===== src/rtl/text_vram_arbiter_if.sv =====
// Bus bundle between the text-VRAM arbiter and its neighbours: scanout, CPU decode and the VRAM macro.
// slave is the arbiter's view; master is the surrounding system's view.
interface text_vram_arbiter_if #(
  parameter int ADDR_W = 13
);
  logic              vga_active;
  logic [ADDR_W-1:0] vga_address;
  logic [7:0]        vga_data;
  logic [ADDR_W-1:0] cpu_address;
  logic [7:0]        cpu_wdata;
  logic              cpu_we;
  logic              cpu_re;
  logic              cpu_busy;
  logic [7:0]        cpu_rdata;
  logic              cpu_rvalid;
  logic [ADDR_W-1:0] mem_address;
  logic [7:0]        mem_wdata;
  logic              mem_we;
  logic [7:0]        mem_q;

  modport slave (
    input  vga_active, vga_address, cpu_address, cpu_wdata, cpu_we, cpu_re, mem_q,
    output vga_data, cpu_busy, cpu_rdata, cpu_rvalid, mem_address, mem_wdata, mem_we
  );

  modport master (
    output vga_active, vga_address, cpu_address, cpu_wdata, cpu_we, cpu_re, mem_q,
    input  vga_data, cpu_busy, cpu_rdata, cpu_rvalid, mem_address, mem_wdata, mem_we
  );
endinterface


===== src/rtl/text_vram_arbiter.sv =====
// Single-port text VRAM arbiter: scanout has absolute priority, CPU writes drain from a FIFO in free slots.
// Define VRAM_ARB_READBACK_EN to enable CPU reads (ordered behind buffered writes); otherwise reads are ignored.
module text_vram_arbiter #(
  parameter int ADDR_W     = 13,
  parameter int FIFO_DEPTH = 4
) (
  input  logic                 CLOCK,
  input  logic                 RESET,
  text_vram_arbiter_if.slave   bus
);

  localparam int PTR_W = $clog2(FIFO_DEPTH);
  localparam int CNT_W = PTR_W + 1;
  localparam logic [CNT_W-1:0] FULL_CNT = CNT_W'(FIFO_DEPTH);

  logic [ADDR_W-1:0] fifo_addr_q [FIFO_DEPTH];
  logic [7:0]        fifo_data_q [FIFO_DEPTH];
  logic [PTR_W-1:0]  wr_ptr_q, wr_ptr_d;
  logic [PTR_W-1:0]  rd_ptr_q, rd_ptr_d;
  logic [CNT_W-1:0]  count_q, count_d;
  logic              fifo_empty;
  logic              fifo_full;
  logic              push;
  logic              pop;

  assign fifo_empty   = (count_q == {CNT_W{1'b0}});
  assign fifo_full    = (count_q == FULL_CNT);
  assign push         = bus.cpu_we & ~bus.cpu_busy;
  assign bus.vga_data = bus.mem_q;

`ifdef VRAM_ARB_READBACK_EN
  typedef enum logic {
    IDLE    = 1'b0,
    RD_WAIT = 1'b1
  } state_t;

  state_t            state_q, state_d;
  logic              rd_pend_q, rd_pend_d;
  logic [ADDR_W-1:0] rd_addr_q, rd_addr_d;
  logic [7:0]        rdata_q, rdata_d;
  logic              issue;

  // rd_pend drops as the address goes out, so busy is already low in the data-return cycle.
  assign bus.cpu_busy   = fifo_full | rd_pend_q;
  assign pop            = ~bus.vga_active & (state_q == IDLE) & ~fifo_empty;
  assign issue          = ~bus.vga_active & (state_q == IDLE) & fifo_empty & rd_pend_q;
  assign bus.cpu_rvalid = (state_q == RD_WAIT);
  assign bus.cpu_rdata  = (state_q == RD_WAIT) ? bus.mem_q : rdata_q;

  always_comb begin
    state_d   = state_q;
    rd_pend_d = rd_pend_q;
    rd_addr_d = rd_addr_q;
    rdata_d   = rdata_q;
    case (state_q)
      IDLE: begin
        if (issue) begin
          state_d   = RD_WAIT;
          rd_pend_d = 1'b0;
        end else begin
          state_d = IDLE;
        end
      end
      RD_WAIT: begin
        rdata_d = bus.mem_q;
        state_d = IDLE;
      end
      default: state_d = IDLE;
    endcase
    if (bus.cpu_re && !bus.cpu_busy) begin
      rd_pend_d = 1'b1;
      rd_addr_d = bus.cpu_address;
    end else begin
      rd_addr_d = rd_addr_d;
    end
  end

  always_ff @(posedge CLOCK or posedge RESET) begin
    if (RESET) begin
      state_q   <= IDLE;
      rd_pend_q <= 1'b0;
      rd_addr_q <= {ADDR_W{1'b0}};
      rdata_q   <= 8'h00;
    end else begin
      state_q   <= state_d;
      rd_pend_q <= rd_pend_d;
      rd_addr_q <= rd_addr_d;
      rdata_q   <= rdata_d;
    end
  end
`else
  assign bus.cpu_busy   = fifo_full;
  assign pop            = ~bus.vga_active & ~fifo_empty;
  assign bus.cpu_rvalid = 1'b0;
  assign bus.cpu_rdata  = 8'h00;
`endif

  always_comb begin
    bus.mem_address = fifo_addr_q[rd_ptr_q];
    bus.mem_wdata   = fifo_data_q[rd_ptr_q];
    bus.mem_we      = 1'b0;
    if (bus.vga_active) begin
      bus.mem_address = bus.vga_address;
    end else if (pop) begin
      bus.mem_we = 1'b1;
`ifdef VRAM_ARB_READBACK_EN
    end else if (issue) begin
      bus.mem_address = rd_addr_q;
`endif
    end else begin
      bus.mem_we = 1'b0;
    end
  end

  always_comb begin
    wr_ptr_d = push ? wr_ptr_q + {{(PTR_W-1){1'b0}}, 1'b1} : wr_ptr_q;
    rd_ptr_d = pop  ? rd_ptr_q + {{(PTR_W-1){1'b0}}, 1'b1} : rd_ptr_q;
    count_d  = count_q + {{PTR_W{1'b0}}, push} - {{PTR_W{1'b0}}, pop};
  end

  // Storage needs no reset: only entries covered by count_q are ever popped.
  always_ff @(posedge CLOCK) begin
    if (push) begin
      fifo_addr_q[wr_ptr_q] <= bus.cpu_address;
      fifo_data_q[wr_ptr_q] <= bus.cpu_wdata;
    end
  end

  always_ff @(posedge CLOCK or posedge RESET) begin
    if (RESET) begin
      wr_ptr_q <= {PTR_W{1'b0}};
      rd_ptr_q <= {PTR_W{1'b0}};
      count_q  <= {CNT_W{1'b0}};
    end else begin
      wr_ptr_q <= wr_ptr_d;
      rd_ptr_q <= rd_ptr_d;
      count_q  <= count_d;
    end
  end

endmodule


===== src/flat_wrapper.sv =====
// flat-port wrapper written by rule: the top's interface ports become plain ports
module text_vram_arbiter_flat 
#(
  parameter int ADDR_W     = 13,
  parameter int FIFO_DEPTH = 4
)
  (CLOCK, RESET, bus_vga_active, bus_vga_address, bus_cpu_address, bus_cpu_wdata, bus_cpu_we, bus_cpu_re, bus_mem_q, bus_vga_data, bus_cpu_busy, bus_cpu_rdata, bus_cpu_rvalid, bus_mem_address, bus_mem_wdata, bus_mem_we);
  text_vram_arbiter_if #(.ADDR_W(ADDR_W)) bus_i ();
  input  logic CLOCK;
  input  logic RESET;
  input wire logic [$bits(bus_i.vga_active)-1:0] bus_vga_active;
  input wire logic [$bits(bus_i.vga_address)-1:0] bus_vga_address;
  input wire logic [$bits(bus_i.cpu_address)-1:0] bus_cpu_address;
  input wire logic [$bits(bus_i.cpu_wdata)-1:0] bus_cpu_wdata;
  input wire logic [$bits(bus_i.cpu_we)-1:0] bus_cpu_we;
  input wire logic [$bits(bus_i.cpu_re)-1:0] bus_cpu_re;
  input wire logic [$bits(bus_i.mem_q)-1:0] bus_mem_q;
  output wire logic [$bits(bus_i.vga_data)-1:0] bus_vga_data;
  output wire logic [$bits(bus_i.cpu_busy)-1:0] bus_cpu_busy;
  output wire logic [$bits(bus_i.cpu_rdata)-1:0] bus_cpu_rdata;
  output wire logic [$bits(bus_i.cpu_rvalid)-1:0] bus_cpu_rvalid;
  output wire logic [$bits(bus_i.mem_address)-1:0] bus_mem_address;
  output wire logic [$bits(bus_i.mem_wdata)-1:0] bus_mem_wdata;
  output wire logic [$bits(bus_i.mem_we)-1:0] bus_mem_we;
  assign bus_i.vga_active = bus_vga_active;
  assign bus_i.vga_address = bus_vga_address;
  assign bus_i.cpu_address = bus_cpu_address;
  assign bus_i.cpu_wdata = bus_cpu_wdata;
  assign bus_i.cpu_we = bus_cpu_we;
  assign bus_i.cpu_re = bus_cpu_re;
  assign bus_i.mem_q = bus_mem_q;
  assign bus_vga_data = bus_i.vga_data;
  assign bus_cpu_busy = bus_i.cpu_busy;
  assign bus_cpu_rdata = bus_i.cpu_rdata;
  assign bus_cpu_rvalid = bus_i.cpu_rvalid;
  assign bus_mem_address = bus_i.mem_address;
  assign bus_mem_wdata = bus_i.mem_wdata;
  assign bus_mem_we = bus_i.mem_we;
  text_vram_arbiter #(.ADDR_W(ADDR_W), .FIFO_DEPTH(FIFO_DEPTH)) u_core (.CLOCK(CLOCK), .RESET(RESET), .bus(bus_i));
endmodule

===== config.mk =====
export PLATFORM = sky130hd
export DESIGN_NAME = text_vram_arbiter_flat
export DESIGN_NICKNAME = d
export VERILOG_FILES = /design/src/rtl/text_vram_arbiter_if.sv /design/src/rtl/text_vram_arbiter.sv /design/src/flat_wrapper.sv
export SDC_FILE = /design/constraint.sdc
export NUM_CORES = 1
export LEC_CHECK = 0
export ABC_AREA = 0
export CAP_MARGIN = 5
export CORE_MARGIN = 5
export CORE_UTILIZATION = 46
export DETAILED_ROUTE_END_ITERATION = 12
export DONT_BUFFER_PORTS = 1
export PLACE_DENSITY = 0.62
export SLEW_MARGIN = 20
export SYNTH_ARGS = -nofsm -noshare
export SYNTH_HDL_FRONTEND = slang
export SYNTH_SLANG_ARGS = --single-unit
export TNS_END_PERCENT = 30

===== constraint.sdc =====
create_clock -name CLOCK -period 3.32 [get_ports CLOCK]
set_clock_uncertainty 0.05 [all_clocks]
set_input_delay 0.83 -clock CLOCK [delete_from_list [all_inputs] [get_ports CLOCK]]
set_output_delay 0.83 -clock CLOCK [all_outputs]
set_load 0.01 [all_outputs]

==> results of run 1 <==
## per-stage QoR
stage | hold WS [ps] | instance area [um2]
final | 258 | 3990
after global routing | 260 | 3990
after CTS | 250 | 3990
after detailed placement | 517 | 3820
after global placement | 519 | 3820
after floorplan | 485 | 3880
## cell families (layout without fill, tap and decap cells)
| kind of cell | after synthesis | in the layout | synth area share (%) |
|---|---|---|---|
| AOI/OAI and AO/OA | 26 | 26 | 6.04 |
| muxes | 22 | 22 | 8.44 |
| adders and majority gates | 7 | 7 | 2.47 |
| buffers and inverters | 48 | 37 | 7.44 |
| other | 1 | 9 | 0.0973 |
| xor gates and xnor gates | 5 | 5 | 1.14 |
| DFF | 91 | 91 | 70.0 |
| and+or+nand+nor | 24 | 24 | 4.35 |
## layout make-up
class / count / area (um2) / area share (%)
clock inverters: 3 / 40.0 / 1.00
multi-input cells: 93 / 898 / 22.5
well taps: 105 / 131 / 3.29
clock buffers: 12 / 135 / 3.38
flip-flops and latches: 91 / 2700 / 67.6
repair buffers: 2 / 15.0 / 0.376
inverters: 20 / 75.1 / 1.88
## synth_stat cells
library cell | number | area [um2]
buf_4 | 22 | 165
xnor2_1 | 3 | 26.3
mux2_4 | 1 | 15.0
nor3b_1 | 1 | 7.51
a221oi_2 | 1 | 15.0
and2_2 | 4 | 30.0
nor2b_1 | 13 | 81.3
fa_1 | 1 | 20.0
nand2b_2 | 1 | 8.76
nor2_1 | 2 | 7.51
buf_2 | 1 | 5.00
dfrtp_1 | 7 | 175
edfxtp_1 | 84 | 2520
nor3_1 | 1 | 5.00
mux2i_1 | 13 | 130
nor3b_4 | 1 | 18.8
nor2b_2 | 1 | 8.76
buf_6 | 3 | 33.8
a211oi_2 | 3 | 37.5
a221oi_1 | 12 | 105
ha_1 | 6 | 75.1
inv_1 | 20 | 75.1
conb_1 | 1 | 3.75
a211oi_1 | 10 | 75.1
clkbuf_1 | 2 | 7.51
mux4_2 | 8 | 180
xor2_1 | 2 | 17.5
## report_power, final
part           switching, W  internal [W]
registers          0.000179       0.00153
clock network      0.000340      0.000343
logic              0.000483      0.000355
total               0.00100       0.00223
## state kept, by name (all words and copies together), names as in the netlist
name	flops
u_core.fifo_addr_q	52
u_core.rd_ptr_q	2
u_core.fifo_data_q	32
u_core.count_q	3
u_core.wr_ptr_q	2
## worst max-delay path by stage
stage                        from                 end  depth (start not counted)
5_1_grt        u_core.rd_ptr_q[1]  bus_mem_address[7]                          2
3_3_place_gp       bus_vga_active  bus_mem_address[0]                          2
6_report       u_core.rd_ptr_q[1]  bus_mem_address[0]                          2
2_1_floorplan      bus_vga_active   u_core.count_q[2]                          9
3_5_place_dp       bus_vga_active  bus_mem_address[0]                          2
4_1_cts        u_core.rd_ptr_q[1]  bus_mem_address[0]                          2
## placed cells by master, fill, tap and decap left out, types with 2 or more instances in the layout
master	count
a211oi_2	3
buf_4	2
nor2_1	2
mux4_2	8
mux2i_1	13
inv_1	20
conb_1	9
xor2_1	2
xnor2_1	3
edfxtp_1	84
dfrtp_1	6
a211oi_1	10
nor2b_1	13
clkbuf_8	9
clkinv_2	2
and2_2	4
ha_1	6
a221oi_1	12
clkbuf_1	3
## per-layer routing
metal / global-route usage, % / part of all wire [%] / vias up
li1: - / - / 800
met1: 14.8 / 39 / 841
met2: 21.7 / 49 / 64
met3: 5.92 / 10 / 10
met4: 4.70 / 1.3 / 0
met5: 0 / 0 / -
## critical path, cell delays in order, from the launching register on
cell and delay [ps]:
dfrtp_1 580, nor2_1 910, a221oi_1 320
==> impl_metrics.tcl, run 1 <==
set metrics [dict create \
    status "complete, no violations" \
    pre_cts_ws_ps 382 \
    worstPathArrival_ps 2150 \
    die_w_um 102 \
    r2r_slack_ps 1040 \
    clk_pin_slew_ps 80 \
    tns_ps 0 \
    antenna_found_initial 0 \
    hp-class "in -> async" \
    drt_first_iter_violations 60 \
    fin_crit_sh_pct 91.4 \
    rr_worst_depth 9 \
    gp_congestion 0.666 \
    clkSinkCount 91 \
    grt_pass1_wl_um 9760 \
    ctsHtreeMaxLevel 3 \
    worstReg2RegStart "u_core.count_q[1]" \
    dp_hpwl_um 4040 \
    grt_max_degree 32 \
    drt_pre_antenna_iters 4 \
    cp.required_ps 2440 \
    critical_path_class "reg -> out" \
    p_leak_nw 1.38 \
    wl_per_cell_um 19.6 \
    slew_headroom_pct 26.9 \
    place_inst 311 \
    grt_pass1_vias 1824 \
    yosysWarningCount 0 \
    routed_wl_um 6390 \
    worst_setup_path_start_kind "flop" \
    finalSetupViolCount 0 \
    syn-cell-area_um2 3850 \
    start_util_pct 47.1 \
    synth_cell_types 27 \
    p_total_w 0.00323 \
    finalWorstPathRequiredPeriod_ps 3030 \
    core_area_um2 8180 \
    path_max_fanout 13 \
    clockBufferDepth 2 \
    clk_latency_ps 340 \
    cts_tree "done" \
    slew_viol_final 0 \
    peakVddDrop_mv 0.340 \
    crit_path_end_kind "primary output" \
    cts-root-buf "clkbuf_8" \
    n_antenna_cell 0 \
    drive_gt1_share_pct 15.8 \
    via_count 1715 \
    post-cts-setup-buffers 0 \
    r2r-end "u_core.count_q[2]" \
    nets 271 \
    dieArea_um2 10300 \
    fill_cells 712 \
    p_per_area_nw_per_um2 809 \
    ys_ff_latch 91 \
    drtAntennaViolNets 0 \
    synthCells 224 \
    viasPerCell 5.26 \
    layout_setup_ws_ps 286 \
    avgSynthCellArea_um2 17.2 \
    grt_setup_unrepaired "no" \
    fmax_ghz 0.330 \
    maxCapViolations 0 \
    hold_violations 0 \
    rows 33 \
    route.detailed.drc 0 \
    syn_to_final_growth_pct 3.67 \
    seq_area_frac_synth_pct 70.0 \
    ios 87 \
    placement.io_buffers 0 \
    grt_overflow_total 0 \
    die_y_um 102 \
    hold_buffers 0 \
    cts_made_buffers 9 \
    post_cts_resized 0 \
    tightest_slew_ps 1090 \
    post-route-util_pct 48.9 \
    track_usage_pct 13.0 \
    instances_no_fill 326 \
]
No activity file was read; power rests on OpenSTA's default activity.
==> inputs of run 2 (changes only) <==
- CAP_MARGIN: 5 -> 20
- RECOVER_POWER: default -> 100
- SETUP_SLACK_MARGIN: default -> 0.5
==> impl_metrics.tcl, run 2 (synthesized netlist as in run 1, its figures left out) <==
set metrics [dict create \
    cp.required_ps 2440 \
    worstPathArrival_ps 2000 \
    switchingPower_w 0.00100 \
    placement.io_buffers 0 \
    start_util_pct 47.1 \
    track_usage_pct 13.3 \
    finalWorstPathRequiredPeriod_ps 2880 \
    drtAntennaViolNets 0 \
    seqPwrFrac_pct 52.4 \
    ios 87 \
    r2r_slack_ps 530 \
    power.clock.fraction_pct 21.2 \
    layout_common_cells "84 x edfxtp_1, 20 x inv_1, 14 x nor2b_1" \
    cts_tree "done" \
    clockBufferDepth 2 \
    route.detailed.drc 0 \
    grt_max_degree 22 \
    crit_chain "clkbuf_2 -> nor2b_1 -> a211oi_2 -> a221oi_1" \
    clk_pin_slew_ps 80 \
    hold_violations 0 \
    n_antenna_cell 0 \
    status "finished with violations" \
    peakVddDrop_mv 0.341 \
    dieArea_um2 10300 \
    rows 33 \
    cp_slowest_stage_delay_ps 610 \
    largestRegisters "u_core.fifo_addr_q x52, u_core.fifo_data_q x32, u_core.count_q x3" \
    critPathLaunch "u_core.rd_ptr_q[0]" \
    largest_reg_flops 52 \
    switching_share_pct 31.1 \
    die_y_um 102 \
    worstReg2RegStart "u_core.count_q[2]" \
    fmax_ghz 0.348 \
    crit_path_end "bus_mem_address[11]" \
    fin_crit_sh_pct 86.6 \
    routed_wl_um 6570 \
    drt_first_iter_violations 64 \
    drt_pre_antenna_iters 4 \
    rr_worst_depth 3 \
    antenna_found_initial 0 \
    p_comb_share_pct 26.3 \
    dp_hpwl_um 4040 \
    critical_path_class "reg -> out" \
    gp_congestion 0.666 \
    finalSetupViolCount 0 \
    violations "max-capacitance violations, max-slew violations" \
    crit_path_end_kind "primary output" \
    tns_ps 0 \
    ctsHtreeMaxLevel 3 \
    r2r-end "u_core.fifo_addr_q[3][6]" \
    slew_headroom_pct -7.74 \
    intPower_w 0.00222 \
    grt_setup_unrepaired "yes" \
    die_w_um 102 \
    core_area_um2 8180 \
    drive_gt1_share_pct 13.1 \
    cpMaxStageDelayCell "dfrtp_4" \
    clkSinkCount 91 \
    cts_made_buffers 9 \
    cts-root-buf "clkbuf_8" \
    viasPerCell 5.28 \
    tightest_slew_ps 1620 \
    cp_num_cells 4 \
    worst_setup_path_start_kind "flop" \
    grt_pass1_vias 1850 \
    clk_latency_ps 340 \
    via_count 1725 \
    maxCapViolations 3 \
    post-route-util_pct 48.5 \
    wl_per_cell_um 20.1 \
    hp-class "in -> async" \
    p_leak_nw 1.37 \
    critical_path_buf_inv_count 1 \
    nets 272 \
    final_common_cell "edfxtp_1" \
    syn_to_final_growth_pct 2.99 \
    slew_viol_final 66 \
    grt_overflow_total 0 \
    grt_pass1_wl_um 9920 \
    path_max_fanout 17 \
    p_per_area_nw_per_um2 813 \
    top_register "u_core.fifo_addr_q" \
    crit_family "flip-flops" \
]
## run 2: power by group through the flow
stage	logic (W)	registers [W]	clock network, W
final	0.000849	0.00169	0.000685
after CTS	0.000920	0.00170	0.000707
after global routing	0.000953	0.00172	0.000760
after detailed placement	0.000868	0.00174	0
after global placement	0.000856	0.00173	0
after floorplan	0.000825	0.00162	0
## run 2: how the worst min path moves through the flow
stage / slack, ps / end / depth (start not counted) / from
after floorplan: 480 / u_core.wr_ptr_q[1] / 1 / u_core.wr_ptr_q[1]
after global placement: 520 / u_core.wr_ptr_q[1] / 1 / u_core.wr_ptr_q[1]
after detailed placement: 520 / u_core.wr_ptr_q[1] / 1 / u_core.wr_ptr_q[1]
after CTS: 250 / u_core.count_q[0] / 1 / RESET
final: 260 / u_core.count_q[1] / 1 / RESET
after global routing: 260 / u_core.count_q[1] / 1 / RESET
## run 2: per-layer routing
metal | up-vias | track usage, % | share of wire, %
li1 | 800 | - | -
met1 | 851 | 14.7 | 38
met2 | 63 | 22.6 | 51
met3 | 11 | 5.92 | 10
met4 | 0 | 4.70 | 1.4
met5 | - | 0 | 0
## run 2: final cells by class
class	count	area [um2]
clock buffer	12	135
clock inverter	3	40.0
fill	710	4210
inverter	20	75.1
multi-input combinational	93	866
sequential	91	2700
tap	105	131
timing repair buffer	3	17.5
## run 2: per-stage QoR
step	hold slack, ps	instances	area, um2	total power, W	setup WS (ps)
detailed placement	517	311	3820	0.00261	382
finish	255	327	3970	0.00323	445
global route	259	327	3970	0.00344	283
global placement	519	311	3820	0.00258	394
CTS	250	327	4010	0.00333	500
floorplan	485	232	3880	0.00244	809
## run 2: what timing repair did
item	CTS	global route
buffers inserted	1	0
hold buffers	0	0
setup endpoints to repair	21	15
cloned	0	0
gates resized for setup	2	1
==> inputs of run 3 (changes only) <==
- ABC_CLOCK_PERIOD_IN_PS: default -> 3320
==> results of run 3 <==
Final layout, timing and power as in run 2 (identical DEF).
